## config.mk

```make
export PLATFORM = sky130hd
export DESIGN_NAME = regfile_port_ctrl
export DESIGN_NICKNAME = d
export VERILOG_FILES = /design/src/rtl/regfile_port_ctrl.sv
export SDC_FILE = /design/constraint.sdc
export NUM_CORES = 1
export LEC_CHECK = 0
export CORE_AREA = 2 2 70 123
export CTS_CLUSTER_SIZE = 16
export DETAILED_ROUTE_END_ITERATION = 10
export DIE_AREA = 0 0 72 125
export GPL_ROUTABILITY_DRIVEN = 0
export PLACE_DENSITY = 0.77
export SETUP_SLACK_MARGIN = 0.3
export SLEW_MARGIN = 20
export SYNTH_ARGS = -nofsm -noshare
export SYNTH_HDL_FRONTEND = slang
export SYNTH_SLANG_ARGS = --single-unit
```

## constraint.sdc

```tcl
create_clock -name clk -period 2.8 [get_ports clk]
set_clock_uncertainty 0.05 [all_clocks]
set_input_delay 0.7 -clock clk [delete_from_list [all_inputs] [get_ports clk]]
set_output_delay 0.7 -clock clk [all_outputs]
set_load 0.02 [all_outputs]
```

## src/rtl/regfile_port_ctrl.sv

```systemverilog
// Initiator-side controller for a 2R/1W register file: in-order writeback FIFO,
// hazard-stalled operand fetch and a held operand-pair output.
module regfile_port_ctrl #(
    parameter int DATA_W   = 16,
    parameter int ADDR_W   = 3,
    parameter int WB_DEPTH = 2
) (
    input  logic                        clk,
    input  logic                        rst,
    input  logic                        freeze,
    input  logic                        rd_valid,
    output logic                        rd_ready,
    input  logic [ADDR_W-1:0]           rd_a_add,
    input  logic [ADDR_W-1:0]           rd_b_add,
    output logic                        op_valid,
    input  logic                        op_ready,
    output logic [DATA_W-1:0]           op_a,
    output logic [DATA_W-1:0]           op_b,
    input  logic                        wb_valid,
    output logic                        wb_ready,
    input  logic [ADDR_W-1:0]           wb_add,
    input  logic [DATA_W-1:0]           wb_data,
    output logic [$clog2(WB_DEPTH):0]   wb_count,
    output logic                        rf_en,
    output logic [ADDR_W-1:0]           rf_write_add,
    output logic [DATA_W-1:0]           rf_write,
    output logic [ADDR_W-1:0]           rf_fir_add,
    output logic [ADDR_W-1:0]           rf_sec_add,
    input  logic [DATA_W-1:0]           rf_fir,
    input  logic [DATA_W-1:0]           rf_sec
);
    localparam int PTR_W = $clog2(WB_DEPTH);
    localparam int CNT_W = PTR_W + 1;

    typedef enum logic [1:0] {IDLE, ISSUE, OUT} state_t;
    state_t state, state_nxt;

    logic [ADDR_W-1:0] fifo_add  [WB_DEPTH];
    logic [DATA_W-1:0] fifo_data [WB_DEPTH];
    logic [PTR_W-1:0]  head, tail;
    logic [CNT_W-1:0]  count;
    logic [ADDR_W-1:0] lat_a, lat_b;
    logic              push, pop, hazard, capture;

    // wb_ready looks only at occupancy, never at a same-cycle pop
    assign wb_ready     = (count < CNT_W'(WB_DEPTH));
    assign push         = wb_valid && wb_ready;
    assign pop          = (count != '0) && !freeze;
    assign rf_en        = pop;
    assign rf_write_add = fifo_add[head];
    assign rf_write     = fifo_data[head];
    assign wb_count     = count;
    assign rf_fir_add   = lat_a;
    assign rf_sec_add   = lat_b;

    always_ff @(posedge clk or posedge rst) begin
        if (rst) begin
            head  <= '0;
            tail  <= '0;
            count <= '0;
        end else begin
            if (push) tail <= tail + 1'b1;
            if (pop)  head <= head + 1'b1;
            case ({push, pop})
                2'b10:   count <= count + 1'b1;
                2'b01:   count <= count - 1'b1;
                default: count <= count;
            endcase
        end
    end

    always_ff @(posedge clk) begin
        if (push) begin
            fifo_add[tail]  <= wb_add;
            fifo_data[tail] <= wb_data;
        end
    end

    // The head counts as a hazard even while it is being written: the regfile
    // only reflects it from the following cycle.
    always_comb begin
        hazard = 1'b0;
        for (int i = 0; i < WB_DEPTH; i++) begin
            if (CNT_W'(i) < count) begin
                if (fifo_add[head + PTR_W'(i)] == lat_a ||
                    fifo_add[head + PTR_W'(i)] == lat_b)
                    hazard = 1'b1;
            end
        end
    end

    assign capture = (state == ISSUE) && !hazard && !freeze;

    always_ff @(posedge clk or posedge rst) begin
        if (rst) state <= IDLE;
        else     state <= state_nxt;
    end

    always_comb begin
        state_nxt = state;
        case (state)
            IDLE:    if (rd_valid) state_nxt = ISSUE;
            ISSUE:   if (capture)  state_nxt = OUT;
            OUT:     if (op_ready) state_nxt = IDLE;
            default: state_nxt = IDLE;
        endcase
    end

    always_comb begin
        rd_ready = (state == IDLE);
        op_valid = (state == OUT);
    end

    always_ff @(posedge clk or posedge rst) begin
        if (rst) begin
            lat_a <= '0;
            lat_b <= '0;
            op_a  <= '0;
            op_b  <= '0;
        end else begin
            if (state == IDLE && rd_valid) begin
                lat_a <= rd_a_add;
                lat_b <= rd_b_add;
            end
            if (capture) begin
                op_a <= rf_fir;
                op_b <= rf_sec;
            end
        end
    end
endmodule
```

==> summary.txt, run 1 <==
Layout
  • Commonest non-fill, non-tap cell in the layout: clkdlybuf4s50_1
  • Most frequent cells in the layout: 105 x clkdlybuf4s50_1, 43 x dfrtp_1, 38 x edfxtp_1
  • N_diodes: 0
  • Final net count: between 300 and 400
  • Area growth syn-to-layout: 48.9%
  • Share of cells above drive strength 1: 25.1%
  • Final Core Density: between 60% and 70%

Die
  • Row cnt: 44
  • # IOs: 126
  • DIE AREA: 9000 um^2
  • Die span in x: 72 um
  • Core box area: 8090 um^2
  • Height of the die: roughly 130 um
  • Effective utilization at floorplan: between 40% and 50%

GRT
  • First-pass GRT wire length: 11.1 mm
  • Pin count of the biggest net entering global routing: 35
  • Initial antenna violation count: 0
  • Aggregate global routing overflow: 0
  • Vias in the first global route: 2,265
  • Total GRT Usage: 16.5%

Timing
  • Worst Max-Slew Pin Slew: 0.703 ns
  • Final Setup Violations: 0
  • Sum of negative setup slack: 0 ns
  • Slew Viols, Final: 0
  • Endpoints failing hold: 0
  • Tmin final: 2.42 ns
  • Rel. slew slack: 52.8%
  • Max Freq: 414 MHz
  • Final Cycle Share: roughly 86%
  • RSZ-0062 raised after global routing: false

CTS
  • Hold Buf Count CTS: 0
  • CTS tree: yes
  • H-tree Lvls: 3
  • Clock Tree Buf Depth: 2
  • TritonCTS Buffers: 9
  • CTS clk-pin slew, worst paths: 0.06 ns
  • Worst-skew pair later-pin latency: approximately 0.32 ns
  • Sinks on the clock net: 82
  • Post-CTS Setup Inserts: 0
  • Clock Tree Root: clkbuf_16

Critical path
  • Logic depth of the worst path, buffers included: 3
  • Worst Setup SP: head$_DFFE_PP0P_
  • Worst-path fanout max: 13
  • Setup CP Type: register to output port
  • Crit path launch type: register
  • Worst-path cell chain: buf_6, mux2_2, dlygate4sd2_1
  • End of the critical path: rf_write[3]
  • CP peak stage delay: 0.46 ns
  • Critical path's slowest cell: dfrtp_2
  • CP delay by family, top: buffers and inverters
  • CP Capture Type: output port
  • Req. time, crit path: 2.05 ns
  • Worst R2R Path Depth: 8
  • RR Endpoint: op_a[15]$_DFFE_PP0P_
  • Reg-to-reg slack, setup: about 0.43 ns
  • RR Startpoint: head$_DFFE_PP0P_
  • Arr. time, crit path: 1.67 ns
  • Buf+Inv Stages, Crit Path: 2

Synthesis
  • Post-Syn Nets: 262
  • Library cells used by synthesis: 26
  • Post-synth top area share: around a third
  • Sequential share of the synthesized area: 64.9%
  • Cells after Synth: 196
  • Mapped cell area: 3450 um^2
  • Synthesis-stage register bit count: between 80 and 90
  • Biggest area consumer among synthesized cells: edfxtp_1
  • Area contributors post-synth: edfxtp_1 33%, dfrtp_1 32%, mux2_4 12%
  • Post-Syn Area per Cell: 17.6 um^2
  • Yosys warns: 0

Place
  • Port buffer count: 125
  • Final HPWL DP: roughly 5.1 mm

Detailed routing
  • Antenna Nets Post-Route: 0
  • Pre-antenna DRT Iters: 4
  • Vias: 2,095
  • Vias/cell: about 4.9
  • Overall routed net length: 7.15 mm
  • DR DRC count: 0
  • Drt wl/cell: 16.6 um
  • Initial DRC Count: 41

Pwr
  • Pleak: 0.00212 uW
  • Worst VDD drop: 0.000740 V
  • Pwr per Cell Area: 1210 nW/um^2

Run
  • MaxCap Viol Count: 0

Worst hold path
  • Worst Hold Class: register to register

Status
  • Outcome: finished, final reports clean
[cells in the mapped netlist]
cell type,instances
inv_1,7
nand2_1,2
nor2_2,1
mux2i_1,3
a31oi_1,1
buf_8,1
o21ai_0,2
nor4_2,1
clkbuf_1,2
nor4_1,1
and2_1,2
edfxtp_1,38
ha_1,3
mux2_2,26
and3_1,1
xnor2_1,12
buf_6,2
buf_12,2
mux2i_2,3
dfrtp_1,44
nor2_1,6
o2111ai_4,1
mux2_4,28
xor2_1,4
nand2b_1,2
nor3_2,1
[layer usage]
layer  up-vias  track usage (%)  part of all wire (%)
met5         -                0                     0
met4         0             9.21                   2.6
met2        75             28.8                    56
met3        13             3.79                   5.5
li1        973                -                     -
met1      1034             17.7                    36
[how the worst min path moves through the flow]
stage / start / endpoint / slack (ns) / cells past startpoint
global placement: op_a[15]$_DFFE_PP0P_ / op_a[15]$_DFFE_PP0P_ / 0.44 / 1
CTS: op_b[12]$_DFFE_PP0P_ / op_b[12]$_DFFE_PP0P_ / 0.46 / 1
global route: op_a[15]$_DFFE_PP0P_ / op_a[15]$_DFFE_PP0P_ / 0.47 / 1
floorplan: tail$_DFFE_PP0P_ / tail$_DFFE_PP0P_ / 0.41 / 1
finish: op_b[12]$_DFFE_PP0P_ / op_b[12]$_DFFE_PP0P_ / 0.46 / 1
detailed placement: op_a[1]$_DFFE_PP0P_ / op_a[1]$_DFFE_PP0P_ / 0.44 / 1
[where the power goes]
part           switching, uW  total (uW)  internal, uW
sequential               297        2030          1730
clock                    438        1120           682
combinational           1380        3070          1680
[registers in the layout, indices dropped and copies added (netlist names)]
register	flops
fifo_data	32
op_a	16
op_b	16
fifo_add	6
rf_fir_add	3
rf_sec_add	3
state	2
wb_count	2
head	1
tail	1
[per-stage QoR]
stage | hold WS, ns | instances | setup WS (ns) | power (uW) | area [um^2]
floorplan | 0.411 | 196 | 0.565 | 3950 | 3450
global placement | 0.439 | 413 | 0.169 | 5080 | 4820
detailed placement | 0.440 | 413 | 0.150 | 5130 | 4820
CTS | 0.462 | 429 | 0.304 | 6250 | 5110
global route | 0.474 | 430 | 0.314 | 6530 | 5140
finish | 0.458 | 430 | 0.382 | 6210 | 5140
[what timing repair did]
item	in CTS	in global routing
cloned	0	1
setup endpoints to repair	24	37
gates resized for setup	25	2
[cell families (layout without fill, tap and decap cells)]
logic type,count (synthesis),count (layout),synth area share [%]
xor gates and xnor gates,16,16,4.06
AOI/OAI and AO/OA,4,4,1.23
buffers and inverters,14,156,3.22
and+or+nand+nor,17,17,2.79
adders and majority gates,3,3,1.09
DFF,82,82,64.9
muxes,60,60,22.7
[area by class of cell]
type	count	area, um^2
fillers	614	2950
inverters	7	26.3
repair buffers	133	1340
clock inverters	6	57.6
flip-flops and latches	82	2240
well taps	92	115
clock buffers	10	229
multi-input cells	100	1130
Note: power is estimated with default switching activity, not from simulation.
==> run 2, diff against run 1 <==
--- a/config.mk
+++ b/config.mk
@@ -5,10 +5,10 @@
 export SDC_FILE = /design/constraint.sdc
 export NUM_CORES = 1
 export LEC_CHECK = 0
-export CORE_AREA = 2 2 70 123
+export CORE_AREA = 8 8 76 129
 export CTS_CLUSTER_SIZE = 16
 export DETAILED_ROUTE_END_ITERATION = 10
-export DIE_AREA = 0 0 72 125
+export DIE_AREA = 0 0 84 137
 export GPL_ROUTABILITY_DRIVEN = 0
 export PLACE_DENSITY = 0.77
 export SETUP_SLACK_MARGIN = 0.3
==> summary.txt, run 2 (synthesis gave the netlist of run 1 again) <==
Status
  • Outcome: finished, final reports clean (unchanged)

Detailed routing
  • Vias: 2,135 (was 2,095)
  • Pre-antenna DRT Iters: 4 (unchanged)
  • DR DRC count: 0 (unchanged)
  • Vias/cell: 4.93 (was 4.87)
  • Drt wl/cell: 18.6 um (was 16.6 um)
  • Overall routed net length: 8.07 mm (was 7.15 mm)
  • Initial DRC Count: 81 (was 41)
  • Antenna Nets Post-Route: 0 (unchanged)

Timing
  • Worst Max-Slew Pin Slew: 0.600 ns (was 0.703 ns)
  • Endpoints failing hold: 0 (unchanged)
  • Sum of negative setup slack: 0 ns (unchanged)
  • Tmin final: 2.39 ns (was 2.42 ns)
  • Slew Viols, Final: 0 (unchanged)
  • RSZ-0062 raised after global routing: false (unchanged)
  • Hold WS: 0.458 ns (about the same)
  • Max Freq: 418 MHz (was 414 MHz)
  • Final Setup Violations: 0 (unchanged)
  • Final Cycle Share: 85.5% (was 86.4%)
  • Rel. slew slack: 59.7% (was 52.8%)

Layout
  • Commonest non-fill, non-tap cell in the layout: clkdlybuf4s50_1 (unchanged)
  • Final net count: 402 (was 399)
  • Area growth syn-to-layout: 49.8% (was 48.9%)
  • Final Core Density: 63.9% (was 63.6%)
  • Largest Register: fifo_data (unchanged)
  • Final instance area: 5170 um^2 (was 5140 um^2)
  • Post-Layout Cell Count: 433 (was 430)
  • Most frequent cells in the layout: 105 x clkdlybuf4s50_1, 43 x dfrtp_1, 38 x edfxtp_1 (unchanged)
  • N_diodes: 0 (unchanged)
  • Regs by FF count: fifo_data x32, op_a x16, op_b x16 (unchanged)
  • Share of cells above drive strength 1: 26.1% (was 25.1%)
  • Number of flip-flops under the largest register name: 32 (unchanged)

Critical path
  • RR Startpoint: head$_DFFE_PP0P_ (unchanged)
  • CP peak stage delay: 0.44 ns (was 0.46 ns)
  • Worst-path fanout max: 6 (was 13)
  • Logic depth of the worst path, buffers included: 3 (unchanged)
  • Worst Setup SP: head$_DFFE_PP0P_ (unchanged)
  • Req. time, crit path: 2.05 ns (about the same)
  • Critical path's slowest cell: dfrtp_2 (unchanged)
  • Arr. time, crit path: 1.64 ns (was 1.67 ns)
  • RR Endpoint: op_b[5]$_DFFE_PP0P_ (was op_a[15]$_DFFE_PP0P_)
  • Worst R2R Path Depth: 8 (unchanged)
  • CP delay by family, top: buffers and inverters (unchanged)
  • Worst-path cell chain: buf_4, mux2_2, dlygate4sd2_1 (was buf_6, mux2_2, dlygate4sd2_1)
  • Buf+Inv Stages, Crit Path: 2 (unchanged)
  • End of the critical path: rf_write[2] (was rf_write[3])
  • Setup CP Type: register to output port (unchanged)
  • Crit path launch type: register (unchanged)
  • CP Capture Type: output port (unchanged)
  • Reg-to-reg slack, setup: 0.45 ns (was 0.43 ns)

Die
  • # IOs: 126 (unchanged)
  • Core box area: 8090 um^2 (unchanged)
  • Row cnt: 44 (unchanged)
  • DIE AREA: 11,500 um^2 (was 9000 um^2)
  • Effective utilization at floorplan: 42.7% (unchanged)
  • Die span in x: 84 um (was 72 um)
  • Height of the die: 137 um (was 125 um)

Pwr
  • Reg power frac: 32.1% (was 32.6%)
  • Comb power frac: 49.9% (was 49.3%)
  • P_sw: 2160 uW (was 2120 uW)
  • Worst VDD drop: 0.000877 V (was 0.000740 V)
  • Clock network power share: 18.0% (about the same)
  • Sw Ratio: 34.3% (was 34.1%)
  • Internal Pwr Total: 4140 uW (was 4090 uW)
  • Pwr per Cell Area: 1220 nW/um^2 (was 1210 nW/um^2)
  • Pleak: 0.00214 uW (was 0.00212 uW)

CTS
  • Hold Buf Count CTS: 0 (unchanged)
  • TritonCTS Buffers: 9 (unchanged)
  • Clock Tree Root: clkbuf_16 (unchanged)
  • Clock Tree Buf Depth: 2 (unchanged)
  • Sinks on the clock net: 82 (unchanged)
  • H-tree Lvls: 3 (unchanged)
  • CTS tree: yes (unchanged)
  • Worst-skew pair later-pin latency: 0.33 ns (was 0.32 ns)
  • CTS clk-pin slew, worst paths: 0.06 ns (about the same)

GRT
  • First-pass GRT wire length: 12.5 mm (was 11.1 mm)
  • Pin count of the biggest net entering global routing: 35 (unchanged)
  • Aggregate global routing overflow: 0 (unchanged)
  • Initial antenna violation count: 0 (unchanged)
  • Vias in the first global route: 2,457 (was 2,265)
  • Total GRT Usage: 14.2% (was 16.5%)

Place
  • Dpl cell area: 4820 um^2 (unchanged)
  • Post-placement cell count: 413 (unchanged)
  • Port buffer count: 125 (unchanged)
  • Final HPWL DP: 6.00 mm (was 5.07 mm)

Run
  • MaxCap Viol Count: 0 (unchanged)

Worst hold path
  • Worst Hold Class: register to register (unchanged)
run 2: changes by cell type in the layout (fill, tap and decap cells not counted), sizes merged:
cell	delta
bufinv	-1
clkinvlp	-2
clkinv	-2
dlymetal6s2s	-1
dlygate4sd2	+1
buf	+3
clkbuf	+5
run 2: how the worst min path moves through the flow:
stage	from	endpoint	slack (ns)	cells past startpoint
4_1_cts	op_b[8]$_DFFE_PP0P_	op_b[8]$_DFFE_PP0P_	0.46	1
3_5_place_dp	op_b[13]$_DFFE_PP0P_	op_b[13]$_DFFE_PP0P_	0.44	1
5_1_grt	op_b[14]$_DFFE_PP0P_	op_b[14]$_DFFE_PP0P_	0.47	1
6_report	op_b[14]$_DFFE_PP0P_	op_b[14]$_DFFE_PP0P_	0.46	1
3_3_place_gp	op_a[15]$_DFFE_PP0P_	op_a[15]$_DFFE_PP0P_	0.44	1
2_1_floorplan	tail$_DFFE_PP0P_	tail$_DFFE_PP0P_	0.41	1
run 2: area by class of cell:
| class | instances | area (um^2) |
|---|---|---|
| clock buffer | 15 | 289 |
| fill | 584 | 2920 |
| clock inverter | 1 | 5.00 |
| tap | 92 | 115 |
| multi-input combinational | 100 | 1140 |
| sequential | 82 | 2240 |
| inverter | 7 | 26.3 |
| timing repair buffer | 136 | 1360 |
run 2: what timing repair did:
item / CTS / global route
buffers inserted: 2 / 1
setup endpoints to repair: 52 / 33
gates resized for setup: 25 / 2
cloned: 0 / 1
run 2: metal layers:
layer	track usage, %	share of wire, %	vias up
met2	24.4	54	83
met4	8.49	2.8	0
met3	7.09	9.7	13
met1	13.1	33	1062
met5	0	0	-
li1	-	-	977
run 2: stage by stage:
| stage | total power (uW) | worst slack [ns] |
|---|---|---|
| floorplan | 3950 | 0.565 |
| global placement | 5120 | 0.161 |
| detailed placement | 5170 | 0.137 |
| CTS | 6310 | 0.280 |
| global route | 6640 | 0.287 |
| finish | 6300 | 0.406 |
run 2: power by group through the flow:
stage,Sequential [uW],Combinational (uW),Clock [uW]
after global placement,2020,3100,0
after CTS,2030,3110,1160
after floorplan,2340,1610,0
final,2030,3140,1130
after detailed placement,2030,3150,0
after global routing,2080,3340,1210
==> run 3, diff against run 2 <==
--- a/config.mk
+++ b/config.mk
@@ -9,7 +9,6 @@
 export CTS_CLUSTER_SIZE = 16
 export DETAILED_ROUTE_END_ITERATION = 10
 export DIE_AREA = 0 0 84 137
-export GPL_ROUTABILITY_DRIVEN = 0
 export PLACE_DENSITY = 0.77
 export SETUP_SLACK_MARGIN = 0.3
 export SLEW_MARGIN = 20
==> results of run 3 <==
The final DEF is identical to that of run 2; final timing and power are the same.
